$ cat config.mk
export PLATFORM = sky130hd
export DESIGN_NAME = alu_seq
export DESIGN_NICKNAME = d
export VERILOG_FILES = /design/src/rtl/alu_seq.sv
export SDC_FILE = /design/constraint.sdc
export NUM_CORES = 1
export LEC_CHECK = 0
export BUFFER_PORTS_ARGS = -buffer_cell sky130_fd_sc_hd__buf_4
export CAP_MARGIN = 10
export CORE_MARGIN = 2
export CORE_UTILIZATION = 60
export DETAILED_ROUTE_END_ITERATION = 12
export GPL_ROUTABILITY_DRIVEN = 0
export PLACE_DENSITY = 0.86
export RECOVER_POWER = 50
export SLEW_MARGIN = 5
export SYNTH_ARGS = -nofsm -noshare
export SYNTH_HDL_FRONTEND = slang
export SYNTH_SLANG_ARGS = --single-unit
$ cat constraint.sdc
create_clock -name clk -period 3.45 [get_ports clk]
set_clock_uncertainty 0.15 [all_clocks]
set_input_delay 0.345 -clock clk [delete_from_list [all_inputs] [get_ports clk]]
set_output_delay 0.345 -clock clk [all_outputs]
set_load 0.03 [all_outputs]
$ cat src/rtl/alu_seq.sv
// alu_seq: sequential ALU with a valid/ready request side and a valid/ready
// result side. ADD, SUB, AND, NOTB and illegal opcodes finish in one cycle.
// MUL is an optional iterative unsigned shift-add multiplier.
//
// Optional feature macro: ALU_SEQ_MUL_EN.
//   Defined   -> opcode 100 runs the multiplier through state MUL.
//   Undefined -> opcode 100 is reported as illegal with latency 1.
//
// Ports:
//   clk        rising-edge clock
//   reset_n    asynchronous active-low reset
//   in_valid   request valid          in_ready   request can be accepted
//   Ain, Bin   operands (WIDTH bits)  ALUop      operation code (3 bits)
//   out_valid  result valid           out_ready  consumer takes the result
//   out        registered result
//   Z, N, V    zero, negative and overflow flags, registered with out
//   ILL        the result came from an illegal opcode
module alu_seq #(
  parameter int WIDTH = 16
) (
  input  logic             clk,
  input  logic             reset_n,
  input  logic             in_valid,
  output logic             in_ready,
  input  logic [WIDTH-1:0] Ain,
  input  logic [WIDTH-1:0] Bin,
  input  logic [2:0]       ALUop,
  output logic             out_valid,
  input  logic             out_ready,
  output logic [WIDTH-1:0] out,
  output logic             Z,
  output logic             N,
  output logic             V,
  output logic             ILL
);

  typedef enum logic [1:0] {IDLE, MUL, DONE} state_t;

  state_t state;

  logic             accept;
  logic [WIDTH-1:0] add_sum;
  logic [WIDTH-1:0] sub_diff;
  logic [WIDTH-1:0] res;
  logic             res_v;
  logic             res_ill;

  // In DONE a new request may only be taken when the old result retires in
  // the same edge.
  assign in_ready  = (state == IDLE) || ((state == DONE) && out_ready);
  assign out_valid = (state == DONE);
  assign accept    = in_valid && in_ready;

  assign add_sum  = Ain + Bin;
  assign sub_diff = Ain - Bin;

  // Single-cycle result and flags for the operation presented this cycle.
  always_comb begin
    res     = '0;
    res_v   = 1'b0;
    res_ill = 1'b0;
    case (ALUop)
      3'b000: begin
        res   = add_sum;
        res_v = (Ain[WIDTH-1] == Bin[WIDTH-1]) && (add_sum[WIDTH-1] != Ain[WIDTH-1]);
      end
      3'b001: begin
        res   = sub_diff;
        res_v = (Ain[WIDTH-1] != Bin[WIDTH-1]) && (sub_diff[WIDTH-1] != Ain[WIDTH-1]);
      end
      3'b010: res = Ain & Bin;
      3'b011: res = ~Bin;
`ifdef ALU_SEQ_MUL_EN
      // Multiply result is produced by the iterative path, not here.
      3'b100: res = '0;
`endif
      default: res_ill = 1'b1;
    endcase
  end

`ifdef ALU_SEQ_MUL_EN
  localparam int CNT_W = $clog2(WIDTH + 1);

  // prod holds {partial product, remaining multiplier bits}; each step adds
  // the multiplicand into the upper half when the current multiplier LSB is
  // set, then shifts the whole register right by one.
  logic [2*WIDTH-1:0] prod;
  logic [WIDTH-1:0]   mcand;
  logic [CNT_W-1:0]   cnt;
  logic [WIDTH:0]     mul_sum;

  assign mul_sum = {1'b0, prod[2*WIDTH-1:WIDTH]}
                 + {1'b0, (prod[0] ? mcand : {WIDTH{1'b0}})};
`endif

  always_ff @(posedge clk or negedge reset_n) begin
    if (!reset_n) begin
      state <= IDLE;
      out   <= '0;
      Z     <= 1'b0;
      N     <= 1'b0;
      V     <= 1'b0;
      ILL   <= 1'b0;
`ifdef ALU_SEQ_MUL_EN
      prod  <= '0;
      mcand <= '0;
      cnt   <= '0;
`endif
    end else begin
      case (state)
        IDLE, DONE: begin
          if (accept) begin
`ifdef ALU_SEQ_MUL_EN
            if (ALUop == 3'b100) begin
              state <= MUL;
              prod  <= {{WIDTH{1'b0}}, Bin};
              mcand <= Ain;
              cnt   <= '0;
            end else begin
`else
            begin
`endif
              out   <= res;
              Z     <= (res == '0);
              N     <= res[WIDTH-1];
              V     <= res_v;
              ILL   <= res_ill;
              state <= DONE;
            end
          end else if ((state == DONE) && out_ready) begin
            state <= IDLE;
          end
        end
`ifdef ALU_SEQ_MUL_EN
        MUL: begin
          // WIDTH shift-add steps, then one edge to publish the product.
          if (cnt == CNT_W'(WIDTH)) begin
            out   <= prod[WIDTH-1:0];
            Z     <= (prod[WIDTH-1:0] == '0);
            N     <= prod[WIDTH-1];
            V     <= |prod[2*WIDTH-1:WIDTH];
            ILL   <= 1'b0;
            state <= DONE;
          end else begin
            prod <= {mul_sum, prod[WIDTH-1:1]};
            cnt  <= cnt + CNT_W'(1);
          end
        end
`endif
        default: state <= IDLE;
      endcase
    end
  end

endmodule

==> results.toml, run 1 <==
[cells_and_area]
syn_to_final_growth_pct = 16.50
antenna_cells = 0
drive_gt1_frac = 0.1879
nNetsFinal = 505
fillers = 406

[yosys]
synth_area_leaders = "dfrtp_1 17%, ha_1 14%, a21oi_1 4.8%, nand2_1 4.6%, o21ai_0 4.6%"
synth-compound-area-share = 0.2845
yosys-top-cells-count = "36 x nand2_1, 32 x ha_1, 31 x nor2_1"
synth_top_cell_area_share = 0.1714
syn_area_um2 = 2920
synth_most_common_cell = "nand2_1"
synth_top_family_by_area = "compound AO/OA/AOI/OAI gates"
netlist_instances = 384
synthMuxAreaShare = 0.07069
ys_async_sr_fraction = 1.000
synth-xor-area-share = 0.02999
synth-seq-cells = 20
synth-simple-area-share = 0.2151
synth_nets = 457
synth_edf_count = 0
synthDistinctLibCells = 57
yosysSeqAreaShare = 0.1714
yosys_warnings = 0
synthFlopType = "dfrtp_1"
synth_top_area_cell = "dfrtp_1"
synth_adder_area_share = 0.1508
syn_area_per_cell_um2 = 7.605

[sta]
tns_ns = 0
setup_viol = 0
worst_pin_slew_ns = 1.002
rsz0062_at_grt = "false"
finalCriticalPeriod_ns = 3.226
slew-limit-headroom = 0.3320
maxSlewViolCount = 0
max_freq_mhz = 310.0
timing_hold_violations_final = 0
final.period_utilization = 0.9351
hold_ws_ns = 0.1492

[clock_network]
cts.clk_slew.worst_paths_ns = 0.07
cts.path.max_buffers = 2
postCtsResizedCells = 0
ctsHoldBuffers = 1
cts_tree = "yes"
worstSkewPairLatency_ns = 0.26
htree_levels = 1
cts_made_buffers = 3
clockRootBuffer = "clkbuf_8"
post_cts_buffers = 0
clock-sinks = 20

[floorplanning]
start_util = 0.6183
die-width_um = 73.77
rows = 25
core-area_um2 = 4723
die-area_um2 = 5441
pin_count = 61
die_y_um = 73.77

[route]
drc = 0
routedWlPerCell_um = 15.97
vias = 3137
ant_nets = 0
drtIter0Drc = 202
viasPerCell = 6.299
routed_wl_um = 7952
dr.pass1.iters = 5

[critical_path]
rr_startpoint = "state[1]"
crit_type = "input port to flip-flop"
critPathArrivalTime_ns = 3.24
path_max_fanout = 4
critPathCaptureType = "flip-flop"
critical_path.startpoint = "Bin[0]"
crit_path_start_kind = "input port"
critPathRequiredTime_ns = 3.46

[hold_path]
hp-start = "in_valid"
hold_path_class = "input port to flip-flop"

[place]
hpwlAfterDp_um = 6232
numPortBuffers = 60

[power]
p_leak_uw = 0.001591
irDropWorstVdd_v = 0.0001958
power.density_nw_per_um2 = 306.0

[global_routing]
grt_pass1_wl_um = 13010
antenna_found_initial = 0
track_usage = 0.2991
overflow = 0
grt_pass1_vias = 2854
grt_max_degree = 43

[job]
maxCapViolCount = 0

[status]
outcome = "finished clean"
[placed cells by master (no fill, tap or decap), types with 4 or more instances in the layout]
cell	synthesis	routed
a211oi_1	10	10
a21o_1	8	8
a21oi_1	28	28
a2bb2oi_1	4	4
a31oi_1	5	5
buf_4	1	54
clkbuf_1	12	11
clkbuf_8	0	4
dfrtp_1	20	20
ha_1	32	32
inv_1	29	29
mux2_2	7	7
mux2i_1	9	9
nand2_1	36	36
nand2b_1	7	7
nand3_1	7	7
nand4_1	7	7
nor2_1	31	31
nor2b_1	7	7
nor3_1	8	8
nor4_1	5	5
o211ai_1	7	7
o21ai_0	27	27
o31ai_1	6	6
or2_2	6	6
xnor2_1	7	7
[per-layer routing]
metal | vias up | track usage | wire length [um] | share of wire
met3 | 23 | 0.03018 | 653 | 0.082
li1 | 1494 | - | - | -
met2 | 178 | 0.4891 | 3712 | 0.47
met4 | 0 | 0.09293 | 164 | 0.021
met5 | - | 0 | 0 | 0
met1 | 1442 | 0.4130 | 3422 | 0.43
[report_power, final]
| part | switching, uW | total [uW] | internal (uW) |
|---|---|---|---|
| clock | 72.3 | 174 | 102 |
| sequential | 19.1 | 288 | 269 |
| combinational | 353 | 579 | 226 |
[path summary, 6_finish.rpt]
kind / cells after the start / slack (ns) / to
min in group asynchronous: 2 / 0.63 / out[8]
min reg2reg: 2 / 0.33 / out[1]
max reg2reg: 10 / 1.21 / Z
min: 2 / 0.15 / state[1]
max in group asynchronous: 2 / 1.92 / out[6]
max: 13 / 0.22 / Z
[sequential cells by signal (all words and copies together), names as in the netlist]
signal	flops
Z	1
ILL	1
out	16
state	1
V	1
[cells by family (layout without fill, tap and decap cells)]
logic type | Yosys count | in the layout
xor gates and xnor gates | 10 | 10
DFF | 20 | 20
buffers and inverters | 53 | 100
muxes | 18 | 18
adders and majority gates | 34 | 34
AOI/OAI and AO/OA | 122 | 122
and+or+nand+nor | 127 | 127
[final cells by class]
class	count	area, um2	area share
Multi-Input combinational cell	311	2193	0.6447
Sequential cell	20	500.5	0.1471
Timing Repair Buffer	66	456.7	0.1342
Inverter	30	112.6	0.03310
Tap cell	67	83.83	0.02464
Clock buffer	4	55.05	0.01618
[worst max-delay path, cell delays in order]
cell and delay [ns]:
buf_4 0.10, ha_1 0.20, inv_1 0.07, fa_1 0.41
or2_2 0.33, a211oi_1 0.28, o22ai_1 0.16, o31ai_1 0.44
mux2i_1 0.17, xnor2_1 0.17, a211oi_1 0.22, nand4_1 0.13
o41ai_2 0.22
[per-stage QoR]
stage	setup slack (ns)	util	instance area, um2	power [uW]	cells
floorplan	0.5128	-	2920	693.7	384
global placement	0.2200	0.7152	3378	857.0	493
detailed placement	0.04171	0.7152	3378	874.0	493
CTS	0.2991	0.7290	3443	1050	498
global route	0.1064	0.7203	3402	1104	498
finish	0.2240	0.7203	3402	1041	498
Note: power is estimated with default switching activity, not from simulation.
==> run 2: changes to the inputs <==
--- a/config.mk
+++ b/config.mk
@@ -5,13 +5,13 @@
 export SDC_FILE = /design/constraint.sdc
 export NUM_CORES = 1
 export LEC_CHECK = 0
+export ABC_AREA = 1
 export BUFFER_PORTS_ARGS = -buffer_cell sky130_fd_sc_hd__buf_4
 export CAP_MARGIN = 10
 export CORE_MARGIN = 2
-export CORE_UTILIZATION = 60
+export CORE_UTILIZATION = 40
 export DETAILED_ROUTE_END_ITERATION = 12
 export GPL_ROUTABILITY_DRIVEN = 0
-export PLACE_DENSITY = 0.86
 export RECOVER_POWER = 50
 export SLEW_MARGIN = 5
 export SYNTH_ARGS = -nofsm -noshare
==> run 2 against run 1 <==
Synthesized cell count is 43% higher. Wire length grew 10%. Sequential power barely moved. Total power decreased by 3.5%. Global-route usage fell by 9.3 points. Register-to-register slack improved by 0.52 ns. Critical endpoint unchanged. Non-clock buffer count shrank 3.
==> results.toml, run 2 <==
[yosys]
yosys-top-cells-count = "187 x nand2_1, 84 x inv_1, 67 x nand3_1"
synth_top_area_cell = "nand2_1"
syn_area_um2 = 3168
synth_top_cell_area_share = 0.2216
synth_nets = 624
synth_area_leaders = "nand2_1 22%, dfrtp_1 16%, ha_1 13%, nand3_1 11%, inv_1 10%"
syn_area_per_cell_um2 = 5.750
netlist_instances = 551
yosysSeqAreaShare = 0.1580
synth_most_common_cell = "nand2_1"
synthFlopType = "dfrtp_1"
synth_edf_count = 0
synth-seq-cells = 20
yosys_warnings = 0
ys_async_sr_fraction = 1.000
synthDistinctLibCells = 31

[sta]
rsz0062_at_grt = "false"
tns_ns = 0
maxSlewViolCount = 0
worst_pin_slew_ns = 1.005
timing_hold_violations_final = 0
finalCriticalPeriod_ns = 2.232
setup_viol = 0
slew-limit-headroom = 0.3298
final.period_utilization = 0.6471
max_freq_mhz = 447.9

[cells_and_area]
final_cell_mix = "187 x nand2_1, 84 x inv_1, 67 x nand3_1"
final_common_cell = "nand2_1"
fillers = 869
drive_gt1_frac = 0.1419
top_register = "out"
nNetsFinal = 674
finish.utilization = 0.4725
syn_to_final_growth_pct = 14.65
largest_reg_flops = 16
antenna_cells = 0

[clock_network]
worstSkewPairLatency_ns = 0.25
postCtsResizedCells = 0
clockRootBuffer = "clkbuf_8"
post_cts_buffers = 0
cts_tree = "yes"
cts.path.max_buffers = 2
htree_levels = 1
cts_made_buffers = 3
cts.clk_slew.worst_paths_ns = 0.06
clock-sinks = 20
ctsHoldBuffers = 1

[floorplanning]
pin_count = 61
die_y_um = 93.00
die-width_um = 93.00
core-area_um2 = 7687
start_util = 0.4121
rows = 32
die-area_um2 = 8648

[route]
drtIter0Drc = 228
routed_wl_um = 8780
ant_nets = 0
routedWlPerCell_um = 12.52
dr.pass1.iters = 5
viasPerCell = 5.017
vias = 3517
drc = 0

[power]
p_int_uw = 540.4
swShare = 0.4620
p_leak_uw = 0.002124
p_comb_frac = 0.573
p_switching_uw = 464.2
irDropWorstVdd_v = 0.0001039
power_uw = 1005
clockPowerShare = 0.143
power_frac_seq = 0.284
power.density_nw_per_um2 = 276.6

[critical_path]
crit_path_start_kind = "input port"
path_max_fanout = 2
critPathRequiredTime_ns = 3.48
critPathArrivalTime_ns = 2.26
crit_type = "input port to flip-flop"
critPathCaptureType = "flip-flop"

[global_routing]
grt_pass1_wl_um = 14550
grt_max_degree = 21
antenna_found_initial = 0
grt_pass1_vias = 3177
track_usage = 0.2064
overflow = 0

[place]
numPortBuffers = 60
hpwlAfterDp_um = 7263

[job]
maxCapViolCount = 0

[status]
outcome = "finished clean"

[hold_path]
hold_path_class = "input port to flip-flop"
==> run 2: cell types whose count changed after synthesis, sizes merged, moves of 7 or more <==
cell    before  now
a211oi      11    0
a21o         8    0
a22oi        2   12
clkbuf      12    5
inv         29   94
mux2         8    0
mux2i        9    0
nand2       36  196
nand2b       7    0
nand3        8   67
nor2        31   51
nor2b        7    0
o211ai       7    0
o21ai       27   12
==> run 2: kinds of logic after synthesis <==
kind of cell / share of synthesized area
buf+inv: 0.1564
fa+ha+maj: 0.1390
compound gates: 0.09756
xor+xnor: 0.005530
simple gates: 0.4435
flops: 0.1580
==> run 2: per-layer routing <==
metal  wire length, um  GRT usage  vias to the layer above
met2              3861     0.3357                      115
met5                 0          0                        -
met1              4265     0.2995                     1567
li1                  -          -                     1819
met4               155    0.05392                        0
met3               497   0.009670                       16
==> run 2: final cells by class <==
type,instances,area (um2),area share
inverter,95,356.6,0.09817
tap,102,127.6,0.03514
clock buffer,3,41.29,0.01137
sequential,20,500.5,0.1378
multi-input combinational,418,2172,0.5980
timing repair buffer,63,434.2,0.1195
==> run 2: power by group through the flow <==
stage | Combinational [uW] | Sequential, uW | Clock [uW]
after global routing | 644 | 289 | 162
after CTS | 588 | 286 | 149
after global placement | 580 | 289 | 0
after floorplan | 346 | 355 | 0
final | 576 | 285 | 144
after detailed placement | 584 | 290 | 0
==> run 2: worst paths after layout <==
kind	start	endpoint	slack (ns)	cells after the start
setup / recovery	Ain[0]	Z	1.22	17
hold / removal	out_ready	state[1]	0.24	4
setup reg to reg	state[1]	Z	1.73	9
hold reg to reg	out[5]	out[5]	0.33	2
max in group asynchronous	reset_n	out[11]	1.91	2
min in group asynchronous	reset_n	out[1]	0.63	2
==> run 2: stage by stage <==
stage               instance area (um2)  hold slack, ns  instances  setup WS (ns)
floorplan                          3168         -0.1006        551          1.329
global placement                   3622         0.08525        697          1.002
detailed placement                 3622         0.08269        697         0.9821
CTS                                3674          0.2332        701          1.241
global route                       3632          0.2489        701         0.9763
finish                             3632          0.2358        701          1.218
==> run 2: worst max-delay path: stages <==
cell and delay, ns:
buf_4 0.09, inv_1 0.05, ha_1 0.20, fa_1 0.40, inv_1 0.09, nand3_1 0.09
nand2_1 0.11, nand2_1 0.08, nand2_1 0.08, nand2_1 0.05, nand3_1 0.07, nand2_1 0.08
nor2_2 0.16, nand2_1 0.07, nor2_1 0.11, nand3_1 0.08, o21bai_1 0.12
==> run 3: changes to the inputs <==
==> constraint.sdc (replaced) <==
create_clock -name clk -period 1.9 [get_ports clk]
set_clock_uncertainty 0.15 [all_clocks]
set_input_delay 0.19 -clock clk [delete_from_list [all_inputs] [get_ports clk]]
set_output_delay 0.19 -clock clk [all_outputs]
set_load 0.03 [all_outputs]
==> run 3 against run 2 <==
Die area unchanged. Critical path depth down 2. Sequential share of layout area down 3.0 points. The run now ends with setup timing left. First-iteration DRC count up 0.44%. Non-clock buffer count up 88. Total power up 120%.
==> results.toml, run 3 (synthesis results as in run 2) <==
[status]
outcome = "finished, violations left"
violations = "setup timing"

[route]
dr.pass1.iters = 6
viasPerCell = 4.853
drc = 0
routed_wl_um = 9935
routedWlPerCell_um = 12.58
ant_nets = 0
drtIter0Drc = 229
vias = 3834

[power]
swShare = 0.4291
clockPowerShare = 0.141
p_switching_uw = 952.4
p_int_uw = 1267
p_comb_frac = 0.625
power_frac_seq = 0.234
power.density_nw_per_um2 = 479.2
p_leak_uw = 0.002610
irDropWorstVdd_v = 0.0002236

[clock_network]
cts.path.max_buffers = 2
clockRootBuffer = "clkbuf_8"
htree_levels = 1
clock-sinks = 20
cts_made_buffers = 3
cts.clk_slew.worst_paths_ns = 0.07
cts_tree = "yes"
worstSkewPairLatency_ns = 0.25

[critical_path]
critPathMostFrequentCell = "nand2_1"
crit_buf_inv = 3
critPathCaptureType = "flip-flop"
critPathRequiredTime_ns = 1.93
path_max_fanout = 2
crit_path_start_kind = "input port"
max_stage_delay_ns = 0.36
crit_type = "input port to flip-flop"
critPathArrivalTime_ns = 1.98
cpMaxStageDelayCell = "fa_2"
cp_top_family = "simple AND/OR/NAND/NOR gates"
cp_cell_sequence = "buf_8, inv_4, ha_4, fa_2, buf_6, xnor2_1, nand2_1, nand4_1, nor2_1, nand2_1, nor2_2, nand2_1, nor2_2, nand3_1, o21bai_1"

[cells_and_area]
multi_input_area_um2 = 2456
largest_reg_flops = 16
syn_to_final_growth_pct = 46.21
nNetsFinal = 762
fillers = 788
stdcell_count = 790
antenna_cells = 0
final_cell_mix = "178 x nand2_1, 135 x buf_4, 78 x inv_1"
final_common_cell = "nand2_1"
top_register = "out"
drive_gt1_frac = 0.3299
regArea_um2 = 500.5
design_area_um2 = 4632

[sta]
timing_hold_violations_final = 0
worst_pin_slew_ns = 1.017
setup_viol = 1
final.period_utilization = 1.026
slew-limit-headroom = 0.3223
fin_ws_ns = -0.04911
maxSlewViolCount = 0
finalCriticalPeriod_ns = 1.949
rsz0062_at_grt = "true"
max_freq_mhz = 513.1

[job]
maxCapViolCount = 0

[floorplanning]
die_y_um = 93.00
die-area_um2 = 8648
start_util = 0.4121
core-area_um2 = 7687
pin_count = 61
die-width_um = 93.00
rows = 32

[global_routing]
grt_pass1_vias = 3623
grt_max_degree = 21
overflow = 0
track_usage = 0.2294
grt_pass1_wl_um = 16420
antenna_found_initial = 0

[hold_path]
hold_path_class = "input port to flip-flop"

[place]
placed_area_um2 = 4250
numPlacedInstances = 778
dp_slack_ns = -0.3742
numPortBuffers = 60
hpwlAfterDp_um = 8082
-- run 3: through the flow --
step                TNS (ns)  total power [uW]  hold WS (ns)    util
floorplan                  0              1276       -0.2556       -
global route         -0.2065              2402       0.07754  0.6025
global placement      -2.489              1777      -0.07181  0.5529
finish              -0.04911              2220       0.06687  0.6025
CTS                 -0.03199              2152       0.06754  0.5763
detailed placement    -2.939              1797      -0.07349  0.5529
-- run 3: power groups by stage --
stage | Combinational, uW | Sequential (uW) | Clock [uW]
floorplan | 631 | 645 | 0
global placement | 1250 | 524 | 0
detailed placement | 1270 | 527 | 0
CTS | 1310 | 519 | 321
global route | 1530 | 525 | 345
finish | 1390 | 518 | 313
-- run 3: path summary, 6_finish.rpt --
| path | start | to | slack (ns) | cells after the start |
|---|---|---|---|---|
| min in group asynchronous | reset_n | out[4] | 0.48 | 2 |
| min reg2reg | out[14] | out[14] | 0.33 | 2 |
| max reg2reg | state[1] | Z | 0.25 | 6 |
| max | Ain[0] | Z | -0.05 | 15 |
| min | out_ready | state[1] | 0.07 | 4 |
| max in group asynchronous | reset_n | out[9] | 0.51 | 2 |
-- run 3: tightest hold or removal path, stage by stage --
cell	delay (ns)
buf_4	0.07
inv_1	0.03
nand2_1	0.08
nand2_1	0.06
-- run 3: what timing repair did --
action	CTS	global route
hold buffers	1	0
endpoints found under the hold margin	20	0
setup endpoints to repair	2	11
pin swaps	16	13
setup buffers	5	2
resized for setup	20	50
-- run 3: per-layer routing --
metal | wire [um] | track usage | up-vias
met2 | 4755 | 0.4070 | 100
met4 | 98 | 0.05147 | 0
met3 | 443 | 0.009670 | 10
li1 | - | - | 2003
met5 | 0 | 0 | -
met1 | 4637 | 0.3089 | 1721
-- run 3: area by class of cell --
cell class	instances	share of cell area
clock buffer	4	0.01189
inverter	95	0.07753
multi-input combinational	418	0.5303
sequential	20	0.1080
tap	102	0.02755
timing repair buffer	151	0.2447
